File: config.mk
export PLATFORM = sky130hd
export DESIGN_NAME = mem_bus_arbiter_flat
export DESIGN_NICKNAME = d
export VERILOG_FILES = /design/src/rtl/mem_bus_arbiter_if.sv /design/src/rtl/mem_bus_arbiter.sv /design/src/flat_wrapper.sv
export SDC_FILE = /design/constraint.sdc
export NUM_CORES = 1
export LEC_CHECK = 0
export CAP_MARGIN = 25
export CORE_MARGIN = 5
export CORE_UTILIZATION = 44
export DETAILED_ROUTE_END_ITERATION = 10
export GPL_TIMING_DRIVEN = 0
export PLACE_DENSITY = 0.86
export SLEW_MARGIN = 15
export SYNTH_ARGS = -nofsm -noshare
export SYNTH_HDL_FRONTEND = slang
export SYNTH_SLANG_ARGS = --single-unit
File: constraint.sdc
create_clock -name clk -period 11.8 [get_ports clk]
set_clock_uncertainty 0.1 [all_clocks]
set_input_delay 3.54 -clock clk [delete_from_list [all_inputs] [get_ports clk]]
set_output_delay 3.54 -clock clk [all_outputs]
set_load 0.05 [all_outputs]
File: src/rtl/mem_bus_arbiter_if.sv
// Bus bundle between the two cache controllers, the memory arbiter and the main-memory RAM.
// The arbiter uses the slave modport; the requesters and RAM use the master modport.
interface mem_bus_arbiter_if #(
    parameter int ADDR_W = 12,
    parameter int DATA_W = 32
);
    logic              req0;
    logic              req1;
    logic              we0;
    logic              we1;
    logic [ADDR_W-1:0] addr0;
    logic [ADDR_W-1:0] addr1;
    logic [DATA_W-1:0] wdata0;
    logic [DATA_W-1:0] wdata1;
    logic              ack0;
    logic              ack1;
    logic [DATA_W-1:0] rdata0;
    logic [DATA_W-1:0] rdata1;
    logic              stall0;
    logic              stall1;
    logic [ADDR_W-1:0] mem_addr;
    logic [DATA_W-1:0] mem_wdata;
    logic              mem_rden;
    logic              mem_wren;
    logic [DATA_W-1:0] mem_q;
    logic              inv0;
    logic              inv1;
    logic [ADDR_W-1:0] inv_addr;

    modport slave (
        input  req0, req1, we0, we1, addr0, addr1, wdata0, wdata1, mem_q,
        output ack0, ack1, rdata0, rdata1, stall0, stall1,
        output mem_addr, mem_wdata, mem_rden, mem_wren, inv0, inv1, inv_addr
    );

    modport master (
        output req0, req1, we0, we1, addr0, addr1, wdata0, wdata1, mem_q,
        input  ack0, ack1, rdata0, rdata1, stall0, stall1,
        input  mem_addr, mem_wdata, mem_rden, mem_wren, inv0, inv1, inv_addr
    );
endinterface

File: src/rtl/mem_bus_arbiter.sv
// Round-robin arbiter giving two cache controllers serialised access to one synchronous RAM.
// Optional snoop invalidate on writes is enabled by defining ARB_SNOOP_INV_EN.
module mem_bus_arbiter #(
    parameter int ADDR_W     = 12,
    parameter int DATA_W     = 32,
    parameter int MEM_RD_LAT = 2
) (
    input logic              clk,
    input logic              rst,
    mem_bus_arbiter_if.slave bus
);

    localparam logic [2:0] LP_RD_LAT = 3'(MEM_RD_LAT);

    typedef enum logic [1:0] {
        S_IDLE,
        S_ISSUE,
        S_WAIT,
        S_ACK
    } state_t;

    state_t            r_state;
    logic              r_owner;
    logic              r_we;
    logic              r_rrLast;
    logic [ADDR_W-1:0] r_addr;
    logic [DATA_W-1:0] r_wdata;
    logic [2:0]        r_cnt;
    logic              r_ack0;
    logic              r_ack1;
    logic              r_rden;
    logic              r_wren;
    logic [DATA_W-1:0] r_rdata0;
    logic [DATA_W-1:0] r_rdata1;

    logic              w_anyReq;
    logic              w_grantCore;
    logic              w_grantWe;
    logic [ADDR_W-1:0] w_grantAddr;
    logic [DATA_W-1:0] w_grantWdata;

    // On a tie the core that was not served last wins, so a waiting core is never starved.
    assign w_anyReq     = bus.req0 | bus.req1;
    assign w_grantCore  = (bus.req0 & bus.req1) ? ~r_rrLast : bus.req1;
    assign w_grantWe    = w_grantCore ? bus.we1    : bus.we0;
    assign w_grantAddr  = w_grantCore ? bus.addr1  : bus.addr0;
    assign w_grantWdata = w_grantCore ? bus.wdata1 : bus.wdata0;

    always_ff @(posedge clk or posedge rst) begin
        if (rst) begin
            r_state  <= S_IDLE;
            r_owner  <= 1'b0;
            r_we     <= 1'b0;
            r_rrLast <= 1'b1;
            r_addr   <= '0;
            r_wdata  <= '0;
            r_cnt    <= '0;
            r_ack0   <= 1'b0;
            r_ack1   <= 1'b0;
            r_rden   <= 1'b0;
            r_wren   <= 1'b0;
            r_rdata0 <= '0;
            r_rdata1 <= '0;
        end else begin
            r_ack0 <= 1'b0;
            r_ack1 <= 1'b0;
            r_rden <= 1'b0;
            r_wren <= 1'b0;
            case (r_state)
                S_IDLE: begin
                    if (w_anyReq) begin
                        r_owner <= w_grantCore;
                        r_we    <= w_grantWe;
                        r_addr  <= w_grantAddr;
                        r_wdata <= w_grantWdata;
                        r_rden  <= ~w_grantWe;
                        r_wren  <= w_grantWe;
                        r_state <= S_ISSUE;
                    end
                end
                S_ISSUE: begin
                    r_cnt <= LP_RD_LAT;
                    if (r_we) begin
                        r_ack0  <= ~r_owner;
                        r_ack1  <= r_owner;
                        r_state <= S_ACK;
                    end else begin
                        r_state <= S_WAIT;
                    end
                end
                S_WAIT: begin
                    // The last wait cycle is the one in which mem_q holds the strobed word.
                    if (r_cnt == 3'd1) begin
                        if (r_owner) begin
                            r_rdata1 <= bus.mem_q;
                            r_ack1   <= 1'b1;
                        end else begin
                            r_rdata0 <= bus.mem_q;
                            r_ack0   <= 1'b1;
                        end
                        r_state <= S_ACK;
                    end else begin
                        r_cnt <= r_cnt - 3'd1;
                    end
                end
                S_ACK: begin
                    r_rrLast <= r_owner;
                    r_state  <= S_IDLE;
                end
                default: r_state <= S_IDLE;
            endcase
        end
    end

    assign bus.ack0      = r_ack0;
    assign bus.ack1      = r_ack1;
    assign bus.rdata0    = r_rdata0;
    assign bus.rdata1    = r_rdata1;
    assign bus.stall0    = bus.req0 & ~r_ack0;
    assign bus.stall1    = bus.req1 & ~r_ack1;
    assign bus.mem_addr  = r_addr;
    assign bus.mem_wdata = r_wdata;
    assign bus.mem_rden  = r_rden;
    assign bus.mem_wren  = r_wren;

`ifdef ARB_SNOOP_INV_EN
    logic              r_inv0;
    logic              r_inv1;
    logic [ADDR_W-1:0] r_invAddr;

    // Invalidate pulse lines up with the ISSUE cycle of a write and targets the other cache.
    always_ff @(posedge clk or posedge rst) begin
        if (rst) begin
            r_inv0    <= 1'b0;
            r_inv1    <= 1'b0;
            r_invAddr <= '0;
        end else begin
            r_inv0 <= 1'b0;
            r_inv1 <= 1'b0;
            if (r_state == S_IDLE && w_anyReq && w_grantWe) begin
                r_inv0    <= w_grantCore;
                r_inv1    <= ~w_grantCore;
                r_invAddr <= w_grantAddr;
            end
        end
    end

    assign bus.inv0     = r_inv0;
    assign bus.inv1     = r_inv1;
    assign bus.inv_addr = r_invAddr;
`else
    assign bus.inv0     = 1'b0;
    assign bus.inv1     = 1'b0;
    assign bus.inv_addr = '0;
`endif

endmodule

File: src/flat_wrapper.sv
// flat-port wrapper written by rule: the top's interface ports become plain ports
module mem_bus_arbiter_flat 
#(
    parameter int ADDR_W     = 12,
    parameter int DATA_W     = 32,
    parameter int MEM_RD_LAT = 2
)
  (clk, rst, bus_req0, bus_req1, bus_we0, bus_we1, bus_addr0, bus_addr1, bus_wdata0, bus_wdata1, bus_mem_q, bus_ack0, bus_ack1, bus_rdata0, bus_rdata1, bus_stall0, bus_stall1, bus_mem_addr, bus_mem_wdata, bus_mem_rden, bus_mem_wren, bus_inv0, bus_inv1, bus_inv_addr);
  mem_bus_arbiter_if #(.ADDR_W(ADDR_W), .DATA_W(DATA_W)) bus_i ();
  input logic clk;
  input logic rst;
  input wire logic [$bits(bus_i.req0)-1:0] bus_req0;
  input wire logic [$bits(bus_i.req1)-1:0] bus_req1;
  input wire logic [$bits(bus_i.we0)-1:0] bus_we0;
  input wire logic [$bits(bus_i.we1)-1:0] bus_we1;
  input wire logic [$bits(bus_i.addr0)-1:0] bus_addr0;
  input wire logic [$bits(bus_i.addr1)-1:0] bus_addr1;
  input wire logic [$bits(bus_i.wdata0)-1:0] bus_wdata0;
  input wire logic [$bits(bus_i.wdata1)-1:0] bus_wdata1;
  input wire logic [$bits(bus_i.mem_q)-1:0] bus_mem_q;
  output wire logic [$bits(bus_i.ack0)-1:0] bus_ack0;
  output wire logic [$bits(bus_i.ack1)-1:0] bus_ack1;
  output wire logic [$bits(bus_i.rdata0)-1:0] bus_rdata0;
  output wire logic [$bits(bus_i.rdata1)-1:0] bus_rdata1;
  output wire logic [$bits(bus_i.stall0)-1:0] bus_stall0;
  output wire logic [$bits(bus_i.stall1)-1:0] bus_stall1;
  output wire logic [$bits(bus_i.mem_addr)-1:0] bus_mem_addr;
  output wire logic [$bits(bus_i.mem_wdata)-1:0] bus_mem_wdata;
  output wire logic [$bits(bus_i.mem_rden)-1:0] bus_mem_rden;
  output wire logic [$bits(bus_i.mem_wren)-1:0] bus_mem_wren;
  output wire logic [$bits(bus_i.inv0)-1:0] bus_inv0;
  output wire logic [$bits(bus_i.inv1)-1:0] bus_inv1;
  output wire logic [$bits(bus_i.inv_addr)-1:0] bus_inv_addr;
  assign bus_i.req0 = bus_req0;
  assign bus_i.req1 = bus_req1;
  assign bus_i.we0 = bus_we0;
  assign bus_i.we1 = bus_we1;
  assign bus_i.addr0 = bus_addr0;
  assign bus_i.addr1 = bus_addr1;
  assign bus_i.wdata0 = bus_wdata0;
  assign bus_i.wdata1 = bus_wdata1;
  assign bus_i.mem_q = bus_mem_q;
  assign bus_ack0 = bus_i.ack0;
  assign bus_ack1 = bus_i.ack1;
  assign bus_rdata0 = bus_i.rdata0;
  assign bus_rdata1 = bus_i.rdata1;
  assign bus_stall0 = bus_i.stall0;
  assign bus_stall1 = bus_i.stall1;
  assign bus_mem_addr = bus_i.mem_addr;
  assign bus_mem_wdata = bus_i.mem_wdata;
  assign bus_mem_rden = bus_i.mem_rden;
  assign bus_mem_wren = bus_i.mem_wren;
  assign bus_inv0 = bus_i.inv0;
  assign bus_inv1 = bus_i.inv1;
  assign bus_inv_addr = bus_i.inv_addr;
  mem_bus_arbiter #(.ADDR_W(ADDR_W), .DATA_W(DATA_W), .MEM_RD_LAT(MEM_RD_LAT)) u_core (.clk(clk), .rst(rst), .bus(bus_i));
endmodule
==> impl_metrics.tcl <==
set metrics [dict create \
    post_cts_resize_count 0 \
    pwr-share-clk 0.196 \
    htree_levels 4 \
    p_comb_frac 0.541 \
    area_growth_pct 62.30 \
    whs_path_depth 1 \
    max-vdd-ir-drop_mv 0.1957 \
    finalSetupViolations 0 \
    start_util 0.4441 \
    ant_nets 0 \
    tns_ns 0 \
    worstPathMaxFanout 6 \
    num_io_pins 254 \
    fillCellCount 803 \
    status "complete, no violations" \
    synth_cells 452 \
    reg2reg_to "u_core.bus.mem_addr[0]$_DFFE_PP0P_" \
    synth_area_leader_cell "dfrtp_1" \
    swShare 0.4559 \
    relSlewSlack 0.5022 \
    min_to "u_core.r_cnt[1]$_DFFE_PP0P_" \
    hpwl_um 12140 \
    rsz0062_at_grt "false" \
    drc 0 \
    wl_per_cell_um 18.10 \
    postCtsSetupRepairBufs 0 \
    synth_top_area_frac 0.5653 \
    cts_root_buffer "clkbuf_16" \
    worstSetupEndpointType "output port" \
    drt_pass1_iterations 4 \
    vias_per_cell 5.089 \
    antenna_found_initial 0 \
    nets 856 \
    ys_seq_area_frac 0.5703 \
    min_from "u_core.r_cnt[1]$_DFFE_PP0P_" \
    die_x_um 119.4 \
    setup_slack_ns 2.988 \
    clock_sinks 120 \
    track_usage 0.2290 \
    hold_viol 0 \
    io_buffers 239 \
    path_class "primary input to output port" \
    most-common-layout-cells "clkdlybuf4s50_1, dfrtp_1, a21oi_1" \
    cts_buffers 17 \
    wirelength_um 16000 \
    synthDistinctLibCells 35 \
    r2r_start "u_core.r_state[0]$_DFFE_PP0P_" \
    fmax_mhz 113.5 \
    grt_pass1_wl_um 25440 \
    synth_area_leaders "dfrtp_1, mux2_4, a21oi_1" \
    power.density_nw_per_um2 319.9 \
    vias 4499 \
    r2r_slack_ns 9.70 \
    synth_edf_count 0 \
    drive_gt1_frac 0.1832 \
    clkTransAtPathRegs_ns 0.05 \
    syn-cell-area_um2 5268 \
    internal-power_w 0.001488 \
    die_y_um 119.4 \
    avgSynthCellArea_um2 11.65 \
    total_leakage_power_nw 3.745 \
    worstPathRequired_ns 8.16 \
    cp.arrival_ns 5.17 \
    rows 40 \
    clkLatencyLatePin_ns 0.40 \
    ys_warn_count 0 \
    worstRegToRegCells 7 \
    drt_iter0_markers 272 \
    diodes 0 \
    die_area_um2 14260 \
    cts_hold_buf 0 \
    grt_pass1_vias 4820 \
    grt_max_degree 78 \
    timing.final.crit_share 0.7468 \
    finalMaxSlewViolations 0 \
    ys_seq_elements 120 \
    start_kind "primary input" \
    power_frac_seq 0.263 \
    coreArea_um2 11860 \
    p_sw_w 0.001247 \
    pre_cts_ws_ns 3.023 \
    async_flop_share 1.000 \
    drv_cap 0 \
    worst_pin_slew_ns 0.7418 \
    cts_tree "yes" \
    hold_class "flop to flop" \
    finalCriticalPeriod_ns 8.812 \
    globalplace.congestion 0.8143 \
    grt_overflow 0 \
    cts_max_path_buffers 2 \
    yosys_most_used_dff "dfrtp_1" \
    mostFrequentLayoutCell "clkdlybuf4s50_1" \
]
==> kinds of logic (layout without fill, tap and decap cells) <==
group,after synthesis,in the layout,synth area share
AO/OA/AOI/OAI,102,102,0.1033
adder cells (fa/ha/maj),6,6,0.01425
buffers and inverters,46,318,0.06033
flip-flops,120,120,0.5703
multiplexers,68,68,0.1665
other,1,14,0.0007119
AND/OR/NAND/NOR,109,109,0.08456
==> per-stage QoR <==
step / std cells / util / area (um2) / power, W / hold slack [ns]
floorplan: 465 / - / 5316 / 0.001672 / 0.3412
global placement: 851 / 0.6654 / 7893 / 0.002162 / 0.3778
detailed placement: 852 / 0.6681 / 7925 / 0.002205 / 0.3795
CTS: 884 / 0.7208 / 8549 / 0.002756 / 0.3912
global route: 884 / 0.7208 / 8549 / 0.002862 / 0.4084
finish: 884 / 0.7208 / 8549 / 0.002735 / 0.3916
==> state kept, by name, indices dropped and copies added (netlist names) <==
register / flops
u_core.bus.ack0: 1
u_core.bus.ack1: 1
u_core.r_cnt: 3
u_core.bus.mem_rden: 1
u_core.r_we: 1
u_core.bus.mem_wren: 1
u_core.bus.rdata1: 32
u_core.r_owner: 1
u_core.bus.rdata0: 32
u_core.r_rrLast: 1
u_core.bus.mem_wdata: 32
u_core.r_state: 2
u_core.bus.mem_addr: 12
==> area by class of cell <==
cell class / count / area, um2 / area share
sequential: 120 / 3004 / 0.3514
timing repair buffer: 240 / 2420 / 0.2830
multi-input combinational: 299 / 1994 / 0.2333
clock buffer: 21 / 480.5 / 0.05620
buffer: 40 / 295.3 / 0.03454
tap: 147 / 183.9 / 0.02151
clock inverter: 11 / 143.9 / 0.01683
inverter: 6 / 27.53 / 0.003220
==> how the worst max path moves through the flow <==
stage,depth (start not counted),from,to
2_1_floorplan,1,bus_req0,bus_stall0
3_3_place_gp,3,bus_req0,bus_stall0
3_5_place_dp,3,bus_req0,bus_stall0
4_1_cts,3,bus_req1,bus_stall1
5_1_grt,3,bus_req0,bus_stall0
6_report,3,bus_req1,bus_stall1
==> power groups by stage <==
stage	Combinational, W	Clock [W]	Sequential, W
after floorplan	0.000355	0	0.00132
after global placement	0.00145	0	0.000707
after detailed placement	0.00148	0	0.000721
after CTS	0.00149	0.000546	0.000718
after global routing	0.00155	0.000568	0.000742
final	0.00148	0.000536	0.000718
==> cell usage after synthesis (all sizes together), types with 2 or more instances <==
cell type  count
nor2          52
nand3          2
and2           3
mux2          67
inv            6
ha             6
nand2         46
nor2b          2
o21a           2
a21oi         89
buf           31
dfrtp        119
o21ai          4
clkbuf         9
==> worst max-delay path, cell delays in order <==
cell and delay (ns):
clkdlybuf4s50_1 0.61, nor2b_1 0.19, clkdlybuf4s50_1 0.83
==> layer usage <==
metal | wire length (um) | global-route usage | up-vias
met5 | 0 | 0 | -
met4 | 419 | 0.09664 | 0
met3 | 1670 | 0.09829 | 34
met2 | 7710 | 0.3836 | 242
met1 | 6202 | 0.2553 | 2171
li1 | - | - | 2052
(Power assumes the default switching activity.)
